## config.mk

```make
export PLATFORM = sky130hd
export DESIGN_NAME = uart_rx
export DESIGN_NICKNAME = d
export VERILOG_FILES = /design/src/rtl/uart_rx.sv
export SDC_FILE = /design/constraint.sdc
export NUM_CORES = 1
export LEC_CHECK = 0
export ABC_AREA = 1
export BUFFER_PORTS_ARGS = -buffer_cell sky130_fd_sc_hd__buf_2
export CAP_MARGIN = 20
export CORE_MARGIN = 1
export CORE_UTILIZATION = 62
export CTS_CLUSTER_SIZE = 28
export DETAILED_ROUTE_END_ITERATION = 6
export HOLD_SLACK_MARGIN = 0.06
export PLACE_DENSITY = 0.82
export SYNTH_ARGS = -nofsm -noshare
export SYNTH_HDL_FRONTEND = slang
export SYNTH_SLANG_ARGS = --single-unit
```

## constraint.sdc

```tcl
create_clock -name clk -period 3.7 [get_ports clk]
set_input_delay 0.925 -clock clk [delete_from_list [all_inputs] [get_ports clk]]
set_output_delay 0.925 -clock clk [all_outputs]
set_load 0.005 [all_outputs]
```

## src/rtl/uart_rx.sv

```systemverilog
// 8N1 UART receiver: two-flop synchronizer, mid-bit sampling with start-glitch
// rejection, and a one-entry valid/ready holding register with error pulses.
module uart_rx #(
  parameter int CLKS_PER_BIT = 87
) (
  input  logic       clk,
  input  logic       reset,
  input  logic       rx,
  output logic [7:0] rx_data,
  output logic       rx_valid,
  input  logic       rx_ready,
  output logic       frame_err,
  output logic       overrun,
  output logic       busy
);

  localparam int HALF_BIT = (CLKS_PER_BIT - 1) / 2;
  localparam int CW       = $clog2(CLKS_PER_BIT);
  localparam logic [CW-1:0] HALF_CNT = CW'(HALF_BIT);
  localparam logic [CW-1:0] LAST_CNT = CW'(CLKS_PER_BIT - 1);

  typedef enum logic [2:0] {IDLE, START, DATA, STOP, BREAK} state_t;

  state_t          state;
  logic [CW-1:0]   cnt;
  logic [2:0]      idx;
  logic [7:0]      shift;
  logic            rx_meta;
  logic            rx_s;

  // Flops reset high so a reset never looks like a start bit.
  always_ff @(posedge clk or posedge reset) begin
    if (reset) begin
      rx_meta <= 1'b1;
      rx_s    <= 1'b1;
    end else begin
      rx_meta <= rx;
      rx_s    <= rx_meta;
    end
  end

  always_ff @(posedge clk or posedge reset) begin
    if (reset) begin
      state     <= IDLE;
      cnt       <= '0;
      idx       <= '0;
      shift     <= '0;
      rx_data   <= '0;
      rx_valid  <= 1'b0;
      frame_err <= 1'b0;
      overrun   <= 1'b0;
    end else begin
      frame_err <= 1'b0;
      overrun   <= 1'b0;
      // Consumption; a delivery in STOP below overrides this on the same edge.
      if (rx_valid && rx_ready)
        rx_valid <= 1'b0;

      case (state)
        IDLE: begin
          cnt <= '0;
          idx <= '0;
          if (!rx_s)
            state <= START;
        end

        START: begin
          if (cnt == HALF_CNT) begin
            cnt   <= '0;
            idx   <= '0;
            state <= rx_s ? IDLE : DATA;
          end else begin
            cnt <= cnt + 1'b1;
          end
        end

        DATA: begin
          if (cnt == LAST_CNT) begin
            cnt        <= '0;
            shift[idx] <= rx_s;
            idx        <= idx + 1'b1;
            if (idx == 3'd7)
              state <= STOP;
          end else begin
            cnt <= cnt + 1'b1;
          end
        end

        STOP: begin
          if (cnt == LAST_CNT) begin
            cnt <= '0;
            if (rx_s) begin
              // Return at mid-stop-bit so a back-to-back start edge is not missed.
              state <= IDLE;
              if (!rx_valid || rx_ready) begin
                rx_data  <= shift;
                rx_valid <= 1'b1;
              end else begin
                overrun <= 1'b1;
              end
            end else begin
              frame_err <= 1'b1;
              state     <= BREAK;
            end
          end else begin
            cnt <= cnt + 1'b1;
          end
        end

        BREAK: begin
          if (rx_s)
            state <= IDLE;
        end

        default: state <= IDLE;
      endcase
    end
  end

  assign busy = (state != IDLE);

endmodule
```

==> results of run 1 <==
cell type report:
type | count | area, um2 | share of cell area
Timing Repair Buffer | 16 | 82.6 | 0.0444
Tap cell | 30 | 37.5 | 0.0202
Multi-Input combinational cell | 140 | 714 | 0.385
Clock buffer | 5 | 37.5 | 0.0202
Sequential cell | 34 | 853 | 0.459
Inverter | 23 | 92.6 | 0.0498
Clock inverter | 3 | 40.0 | 0.0215
per-stage QoR:
stage	cells	instance area (um2)	total power [mW]	util
floorplan	199	1670	0.658	-
global placement	243	1780	0.706	0.706
detailed placement	243	1780	0.728	0.706
CTS	251	1860	0.991	0.737
global route	251	1860	1.06	0.737
finish	251	1860	0.987	0.737
cell usage after synthesis, drive strengths merged:
library cell / instances
nand2: 68
dfrtp: 32
nor2: 25
inv: 22
nand3: 19
o21ai: 12
ha: 4
a21oi: 3
xor2: 3
buf: 2
dfstp: 2
nand4: 2
a31o: 1
clkinv: 1
nand3b: 1
nor3: 1
xnor2: 1
routing by layer:
metal  vias to the layer above  part of all wire  GRT usage
li1                        669                 -          -
met1                       570              0.47      0.299
met2                        29              0.48      0.387
met3                         5             0.033     0.0734
met4                         0             0.015      0.145
met5                         -                 0          0
registers in the layout, summed over array words and instances (netlist names):
signal     flops
rx_data        8
shift          8
cnt            7
idx            3
state          3
frame_err      1
overrun        1
rx_meta        1
rx_s           1
rx_valid       1
cell families (layout without fill, tap and decap cells):
kind of cell,Yosys count,count (layout),share of synthesized area
AOI/OAI and AO/OA,16,16,0.0501
adders and majority gates,4,4,0.0299
buffers and inverters,25,47,0.0628
and+or+nand+nor,116,116,0.326
xor gates and xnor gates,4,4,0.0209
DFF,34,34,0.510
report_power, final:
part           internal, mW  switching, mW  total [mW]
logic                0.0875          0.183       0.271
clock network         0.140          0.126       0.266
registers             0.403         0.0472       0.450
total                 0.630          0.356       0.987
worst max-delay path: stages (launching register included):
cell,delay (ps)
dfrtp_1,590
inv_4,120
nand2_1,110
buf_2,110
worst min-delay path by stage:
stage           end    start  slack (ps)
2_1_floorplan  rx_s  rx_meta         350
3_3_place_gp   rx_s  rx_meta         350
3_5_place_dp   rx_s  rx_meta         350
4_1_cts        rx_s  rx_meta         360
5_1_grt        rx_s  rx_meta         370
6_report       rx_s  rx_meta         360
==> results.sh, run 1 <==
export IMPL_hold_ws_ps=363
export IMPL_required_ps=2770
export IMPL_final_common_cell="nand2_1"
export IMPL_clock_sinks=34
export IMPL_hold_class="reg2reg"
export IMPL_grt_overflow=0
export IMPL_post_drt_wl_per_cell_um=11.5
export IMPL_nets=228
export IMPL_yosys_area_top_type="dfrtp_1"
export IMPL_hold_path_depth=0
export IMPL_setup_worst_path_end_class="output pin"
export IMPL_fin_tns_setup_ps=0
export IMPL_finalSetupViolCount=0
export IMPL_hold_viol_final=0
export IMPL_outcome="finished clean"
export IMPL_grt_pass1_vias=1143
export IMPL_fillers=198
export IMPL_synth_seq_area_share=0.510
export IMPL_totalWireLength_um=2880
export IMPL_num_rows=18
export IMPL_cap_violations=0
export IMPL_critPathLaunch="state[2]"
export IMPL_track_usage=0.247
export IMPL_post_cts_buffers=0
export IMPL_timing_fmax_ghz=0.456
export IMPL_gp_congestion=0.841
export IMPL_critical_path_class="reg2out"
export IMPL_drt_iter0_markers=41
export IMPL_antenna_found_initial=0
export IMPL_worst_slack_ps=1510
export IMPL_fin_crit_sh=0.593
export IMPL_syn_area_um2=1670
export IMPL_skew_ps=3.26
export IMPL_p_per_area_nw_per_um2=531
export IMPL_cts_tree="built"
export IMPL_worstRegToRegCells=11
export IMPL_dp_slack_ps=1880
export IMPL_clock_latency_ps=340
export IMPL_ff2ff_setup_slack_ps=2120
export IMPL_avgSynthCellArea_um2=8.41
export IMPL_rr_endpoint="rx_data[0]"
export IMPL_crit_end="busy"
export IMPL_grt_max_degree=35
export IMPL_yosysWarnings=0
export IMPL_drive_gt1_frac=0.195
export IMPL_layout_common_cells="nand2_1 (63), dfrtp_1 (32), inv_1 (19), nor2_1 (19), nand3_1 (18)"
export IMPL_grt_pass1_wl_um=4900
export IMPL_cts_resized=0
export IMPL_syn2layout_area_growth_pct=11.1
export IMPL_htreeDepth=2
export IMPL_diodes=0
export IMPL_r2r_start="cnt[0]"
export IMPL_ir_worst_vdd_uv=464
export IMPL_drt_vias_per_instance=5.07
export IMPL_portBuffers=15
export IMPL_worstPathArrival_ps=1270
export IMPL_p_leak_nw=1.01
export IMPL_ys_ff_latch=34
export IMPL_ant_nets=0
export IMPL_core_um2=2520
export IMPL_rsz0062_at_grt="no"
export IMPL_period_needed_ps=2190
export IMPL_cts_hold_buf=0
export IMPL_io_pins=16
export IMPL_maxSlewHeadroom=0.734
export IMPL_initial_core_util=0.663
export IMPL_crit_path_max_fanout=10
export IMPL_dpl_hpwl_um=2190
export IMPL_num_vias=1273
export IMPL_slew_viol_final=0
export IMPL_synth_top_area_frac=0.479
export IMPL_syn_nets=207
export IMPL_netlist_instances=199
export IMPL_first_pass_iters=4
export IMPL_drcViolationCount=0
export IMPL_cts_buffers=5
export IMPL_path_clk_slew_ps=100
export IMPL_synth_area_leaders="dfrtp_1 (48%), nand2_1 (14%), nand3_1 (5.4%)"
export IMPL_synthDistinctLibCells=27
export IMPL_dieHeight_um=53.9
export IMPL_cp_start_kind="register"
export IMPL_cts_buffer_depth=2
export IMPL_die_area_um2=2910
export IMPL_die_w_um=53.9
export IMPL_worst_pin_slew_ps=399
export IMPL_root_buffer="clkbuf_4"
No activity file was read; power rests on OpenSTA's default activity.
==> inputs of run 2 (changes only) <==
--- a/config.mk
+++ b/config.mk
@@ -9,11 +9,11 @@
 export BUFFER_PORTS_ARGS = -buffer_cell sky130_fd_sc_hd__buf_2
 export CAP_MARGIN = 20
 export CORE_MARGIN = 1
-export CORE_UTILIZATION = 62
+export CORE_UTILIZATION = 57
 export CTS_CLUSTER_SIZE = 28
 export DETAILED_ROUTE_END_ITERATION = 6
 export HOLD_SLACK_MARGIN = 0.06
-export PLACE_DENSITY = 0.82
+export PLACE_DENSITY = 0.76
 export SYNTH_ARGS = -nofsm -noshare
 export SYNTH_HDL_FRONTEND = slang
 export SYNTH_SLANG_ARGS = --single-unit
==> constraint.sdc (replaced) <==
create_clock -name clk -period 2.07 [get_ports clk]
set_input_delay 0.5175 -clock clk [delete_from_list [all_inputs] [get_ports clk]]
set_output_delay 0.5175 -clock clk [all_outputs]
set_load 0.005 [all_outputs]
==> run 2 against run 1 <==
Effect of this change: clock power increased by 82%; sequential cell count is the same; design area grew 1.0%.
==> results.sh, run 2 (synthesis results as in run 1) <==
export IMPL_highest_layer="met4"
export IMPL_critPathLaunch="state[2]"
export IMPL_p_leak_nw=1.00
export IMPL_syn2layout_area_growth_pct=12.2
export IMPL_skew_ps=9.96
export IMPL_dpl_hpwl_um=2150
export IMPL_timing_fmax_ghz=0.558
export IMPL_cp_start_kind="register"
export IMPL_setup_worst_path_end_class="output pin"
export IMPL_post_drt_wl_per_cell_um=11.4
export IMPL_slew_viol_final=0
export IMPL_diodes=0
export IMPL_cts_buffer_depth=2
export IMPL_totalWireLength_um=2860
export IMPL_maxSlewHeadroom=0.589
export IMPL_hold_class="in2async"
export IMPL_ant_nets=0
export IMPL_die_w_um=56.2
export IMPL_met1_length_um=1360
export IMPL_drcViolationCount=0
export IMPL_cts_resized=0
export IMPL_worst_pin_slew_ps=616
export IMPL_io_pins=16
export IMPL_met2_length_um=1290
export IMPL_p_per_area_nw_per_um2=940
export IMPL_final_common_cell="nand2_1"
export IMPL_core_um2=2760
export IMPL_drt_vias_per_instance=5.21
export IMPL_period_needed_ps=1790
export IMPL_portBuffers=15
export IMPL_met3WireLength_um=155
export IMPL_root_buffer="clkbuf_4"
export IMPL_grt_pass1_vias=1210
export IMPL_r2r_start="cnt[0]"
export IMPL_hold_viol_final=0
export IMPL_nets=228
export IMPL_drt_iter0_markers=94
export IMPL_total_power_mw=1.76
export IMPL_antenna_found_initial=0
export IMPL_ir_worst_vdd_uv=861
export IMPL_grt_max_degree=21
export IMPL_clock_latency_ps=340
export IMPL_fin_crit_sh=0.866
export IMPL_critical_path_class="reg2out"
export IMPL_grt_pass1_wl_um=5330
export IMPL_initial_core_util=0.607
export IMPL_gp_congestion=0.851
export IMPL_cts_hold_buf=0
export IMPL_first_pass_iters=4
export IMPL_post_cts_buffers=0
export IMPL_track_usage=0.220
export IMPL_worstPathArrival_ps=1280
export IMPL_htreeDepth=2
export IMPL_layout_common_cells="nand2_1 (63), dfrtp_1 (32), inv_1 (19), nor2_1 (19), nand3_1 (18)"
export IMPL_crit_path_max_fanout=10
export IMPL_finalSetupViolCount=0
export IMPL_cap_violations=0
export IMPL_rsz0062_at_grt="no"
export IMPL_grt_overflow=0
export IMPL_die_area_um2=3160
export IMPL_clock_sinks=34
export IMPL_dieHeight_um=56.2
export IMPL_drive_gt1_frac=0.195
export IMPL_outcome="finished clean"
export IMPL_num_vias=1314
export IMPL_num_rows=19
export IMPL_hold_ws_ps=232
export IMPL_required_ps=1550
export IMPL_fin_tns_setup_ps=0
export IMPL_largestRegisters="rx_data x8, shift x8, cnt x7"
export IMPL_cts_tree="built"
export IMPL_cts_buffers=5
export IMPL_path_clk_slew_ps=100
run 2: critical path: stages, from the launching register on:
cell and delay (ps):
dfrtp_1 590, inv_4 120, nand2_1 120, buf_2 120
run 2: where the power goes:
part	total (mW)	internal, mW	switching [mW]
Combinational	0.482	0.159	0.323
Clock	0.483	0.253	0.230
Sequential	0.800	0.720	0.0801
run 2: final timing paths:
kind                              end  slack (ps)  cells past startpoint
max                              busy         280                      3
min in group clk              rx_meta         270                      1
max reg2reg                rx_data[0]         540                     11
max in group asynchronous    shift[2]        1330                      3
min reg2reg                      rx_s         370                      0
min                            cnt[5]         230                      2
run 2: area by class of cell:
cell class                 count  area, um2
timing repair buffer          16       95.1
sequential                    34        853
clock inverter                 3       45.0
multi-input combinational    140        714
clock buffer                   5       37.5
fill                         219        881
inverter                      23       92.6
tap                           31       38.8
run 2: stage by stage:
step / setup slack (ps) / utilization / std cells / cell area, um2
global route: 173 / 0.681 / 252 / 1880
finish: 277 / 0.681 / 252 / 1880
global placement: 615 / 0.651 / 244 / 1790
floorplan: 679 / - / 199 / 1670
CTS: 258 / 0.681 / 252 / 1880
detailed placement: 547 / 0.651 / 244 / 1790
run 2: layer usage:
metal | vias to the layer above | GRT usage
li1 | 666 | -
met1 | 604 | 0.306
met2 | 39 | 0.330
met3 | 5 | 0.0628
met4 | 0 | 0.0836
met5 | - | 0
==> inputs of run 3 (changes only) <==
==> config.mk (replaced) <==
export PLATFORM = sky130hd
export DESIGN_NAME = uart_rx
export DESIGN_NICKNAME = d
export VERILOG_FILES = /design/src/rtl/uart_rx.sv
export SDC_FILE = /design/constraint.sdc
export NUM_CORES = 1
export LEC_CHECK = 0
export BUFFER_PORTS_ARGS = -buffer_cell sky130_fd_sc_hd__buf_2
export CAP_MARGIN = 20
export CORE_MARGIN = 1
export CORE_UTILIZATION = 58
export CTS_CLUSTER_SIZE = 28
export DETAILED_ROUTE_END_ITERATION = 6
export HOLD_SLACK_MARGIN = 0.06
export PLACE_DENSITY = 0.77
export SYNTH_ARGS = -nofsm -noshare
export SYNTH_HDL_FRONTEND = slang
export SYNTH_SLANG_ARGS = --single-unit
==> run 3 against run 2 <==
Effect of this change: largest power group unchanged; setup slack worse by 210 ps; register-to-register slack worse by 450 ps; fmax down 10%; core utilization unchanged; clock skew up 2.0 ps; total power down 32%; combinational power down 77%; highest routed layer unchanged; critical path type unchanged; global-route usage up 0.51 points; largest cell class unchanged; critical path depth unchanged.
==> results.sh, run 3 <==
export IMPL_path_clk_slew_ps=100
export IMPL_root_buffer="clkbuf_4"
export IMPL_synth_edf_count=0
export IMPL_period_needed_ps=2000
export IMPL_r2r_start="cnt[0]"
export IMPL_num_vias=1164
export IMPL_grt_max_degree=22
export IMPL_gp_congestion=0.890
export IMPL_grt_pass1_wl_um=5280
export IMPL_skew_ps=11.9
export IMPL_ir_worst_vdd_uv=561
export IMPL_nets=177
export IMPL_synth_fa_ha_area_frac=0.0298
export IMPL_maxSlewHeadroom=0.623
export IMPL_timing_fmax_ghz=0.500
export IMPL_ant_nets=0
export IMPL_antenna_found_initial=0
export IMPL_ys_ff_latch=34
export IMPL_diodes=0
export IMPL_dpl_hpwl_um=2260
export IMPL_p_per_area_nw_per_um2=639
export IMPL_htreeDepth=2
export IMPL_synth_area_leaders="dfrtp_1 (48%), mux2_2 (8.7%), dfstp_2 (3.1%)"
export IMPL_worst_slack_ps=69.0
export IMPL_ff2ff_setup_slack_ps=90
export IMPL_hold_viol_final=0
export IMPL_portBuffers=15
export IMPL_layout_common_cells="dfrtp_1 (32), buf_2 (15), nor2_1 (14)"
export IMPL_setup_worst_path_end_class="output pin"
export IMPL_total_power_mw=1.20
export IMPL_hold_class="in2async"
export IMPL_synth_top_family_by_area="simple AND/OR/NAND/NOR gates"
export IMPL_layoutNonFillerInstCount=201
export IMPL_num_rows=19
export IMPL_syn2layout_area_growth_pct=11.6
export IMPL_drt_iter0_markers=31
export IMPL_fillers=218
export IMPL_dp_cells=193
export IMPL_yosys_most_used_dff="dfrtp_1"
export IMPL_post_drt_wl_per_cell_um=15.3
export IMPL_yosys_area_top_type="dfrtp_1"
export IMPL_io_pins=16
export IMPL_clock_sinks=34
export IMPL_track_usage=0.226
export IMPL_cts_buffers=5
export IMPL_synth_simple_area_share=0.188
export IMPL_rsz0062_at_grt="yes"
export IMPL_drive_gt1_frac=0.324
export IMPL_first_pass_iters=5
export IMPL_synth_mux_area_frac=0.114
export IMPL_async_flop_share=1.00
export IMPL_totalWireLength_um=3070
export IMPL_final_common_cell="dfrtp_1"
export IMPL_die_area_um2=3120
export IMPL_worstRegToRegCells=7
export IMPL_syn_nets=158
export IMPL_slew_viol_final=0
export IMPL_initial_core_util=0.610
export IMPL_cp_start_kind="register"
export IMPL_grt_pass1_vias=1135
export IMPL_netlist_instances=150
export IMPL_worstPathArrival_ps=1480
export IMPL_finalSetupViolCount=0
export IMPL_utilization=0.681
export IMPL_cts_tree="built"
export IMPL_syn_area_um2=1680
export IMPL_avgSynthCellArea_um2=11.2
export IMPL_synthDistinctLibCells=39
export IMPL_synthMostInstantiatedCell="dfrtp_1"
export IMPL_drcViolationCount=0
export IMPL_dp_slack_ps=69.2
export IMPL_required_ps=1550
export IMPL_largestRegisters="rx_data x8, shift x8, cnt x7"
export IMPL_dieHeight_um=55.8
export IMPL_cts_buffer_depth=2
export IMPL_p_leak_nw=0.897
export IMPL_crit_path_max_fanout=6
export IMPL_worst_pin_slew_ps=565
export IMPL_die_w_um=55.8
export IMPL_synth_top_area_frac=0.476
export IMPL_cap_violations=0
export IMPL_outcome="finished clean"
export IMPL_synth_seq_area_share=0.507
export IMPL_core_um2=2760
export IMPL_drt_vias_per_instance=5.79
export IMPL_clock_latency_ps=340
export IMPL_grt_overflow=0
export IMPL_critical_path_class="reg2out"
export IMPL_yosysWarnings=0
export IMPL_synth_compound_area_frac=0.0930
export IMPL_rr_endpoint="cnt[6]"
export IMPL_synth_xor_area_frac=0.0208
export IMPL_hold_ws_ps=211
export IMPL_synth_top_cells_by_count="dfrtp_1 (32), nor2_1 (14), mux2_2 (13), nand2_1 (12), o21ai_0 (7)"
export IMPL_fin_crit_sh=0.967
[run 3: cell count changes after synthesis, moves of 4 or more]
| cell | delta |
|---|---|
| inv_1 | -13 |
| nand3_1 | -12 |
| o31ai_1 | +4 |
| nor3_1 | +4 |
| o21ai_1 | -8 |
| nor2_4 | -4 |
| nor2_1 | -5 |
| mux2_2 | +13 |
| nand2_1 | -51 |
[run 3: report_power, final]
group,total [mW],switching (mW),internal [mW],leakage (nW)
Sequential,0.710,0.0287,0.681,0.459
Clock,0.381,0.214,0.167,0.0326
Combinational,0.109,0.0613,0.0476,0.405
Total,1.20,0.304,0.896,0.897
[run 3: per-stage QoR]
step | instance area, um2 | TNS, ps
floorplan | 1680 | 0
global placement | 1800 | 0
detailed placement | 1800 | 0
CTS | 1860 | 0
global route | 1880 | -0.419
finish | 1880 | 0
[run 3: worst max path at each step]
| stage | start | cells after the start | slack (ps) | to |
|---|---|---|---|---|
| floorplan | cnt[0] | 7 | 240 | rx_data[0] |
| global placement | cnt[0] | 6 | 140 | rx_data[2] |
| detailed placement | cnt[0] | 6 | 70 | rx_data[0] |
| CTS | state[2] | 3 | 20 | busy |
| global route | cnt[0] | 7 | -0.4 | cnt[6] |
| finish | state[2] | 3 | 70 | busy |
[run 3: cell type report]
cell class              instances  area, um2  share of cell area
repair buffers                 21        133              0.0707
inverters                       6       22.5              0.0120
multi-input cells             101        771               0.411
well taps                      31       38.8              0.0207
flip-flops and latches         34        853               0.455
clock buffers                   8       58.8              0.0313
[run 3: worst max-delay path: stages, from the launching register on]
cell,delay [ps]
dfrtp_1,420
buf_4,180
or3_4,400
buf_2,140
[run 3: layer usage]
metal / wire [um] / vias up / global-route usage
met1: 1390 / 566 / 0.285
li1: - / 566 / -
met3: 144 / 6 / 0.0767
met4: 44 / 0 / 0.0836
met2: 1490 / 26 / 0.361
met5: 0 / - / 0
[run 3: cell families after synthesis]
logic type / count (synthesis)
AO/OA/AOI/OAI: 19
XOR/XNOR: 4
adder cells (fa/ha/maj): 4
buffers and inverters: 15
flip-flops: 34
multiplexers: 17
AND/OR/NAND/NOR: 57
[run 3: timing repair]
action / in CTS / in global routing
setup endpoints to repair: 0 / 11
resized for setup: 0 / 4
endpoints found under the hold margin: 0 / 0
hold buffers: 0 / 0
setup buffers: 0 / 0
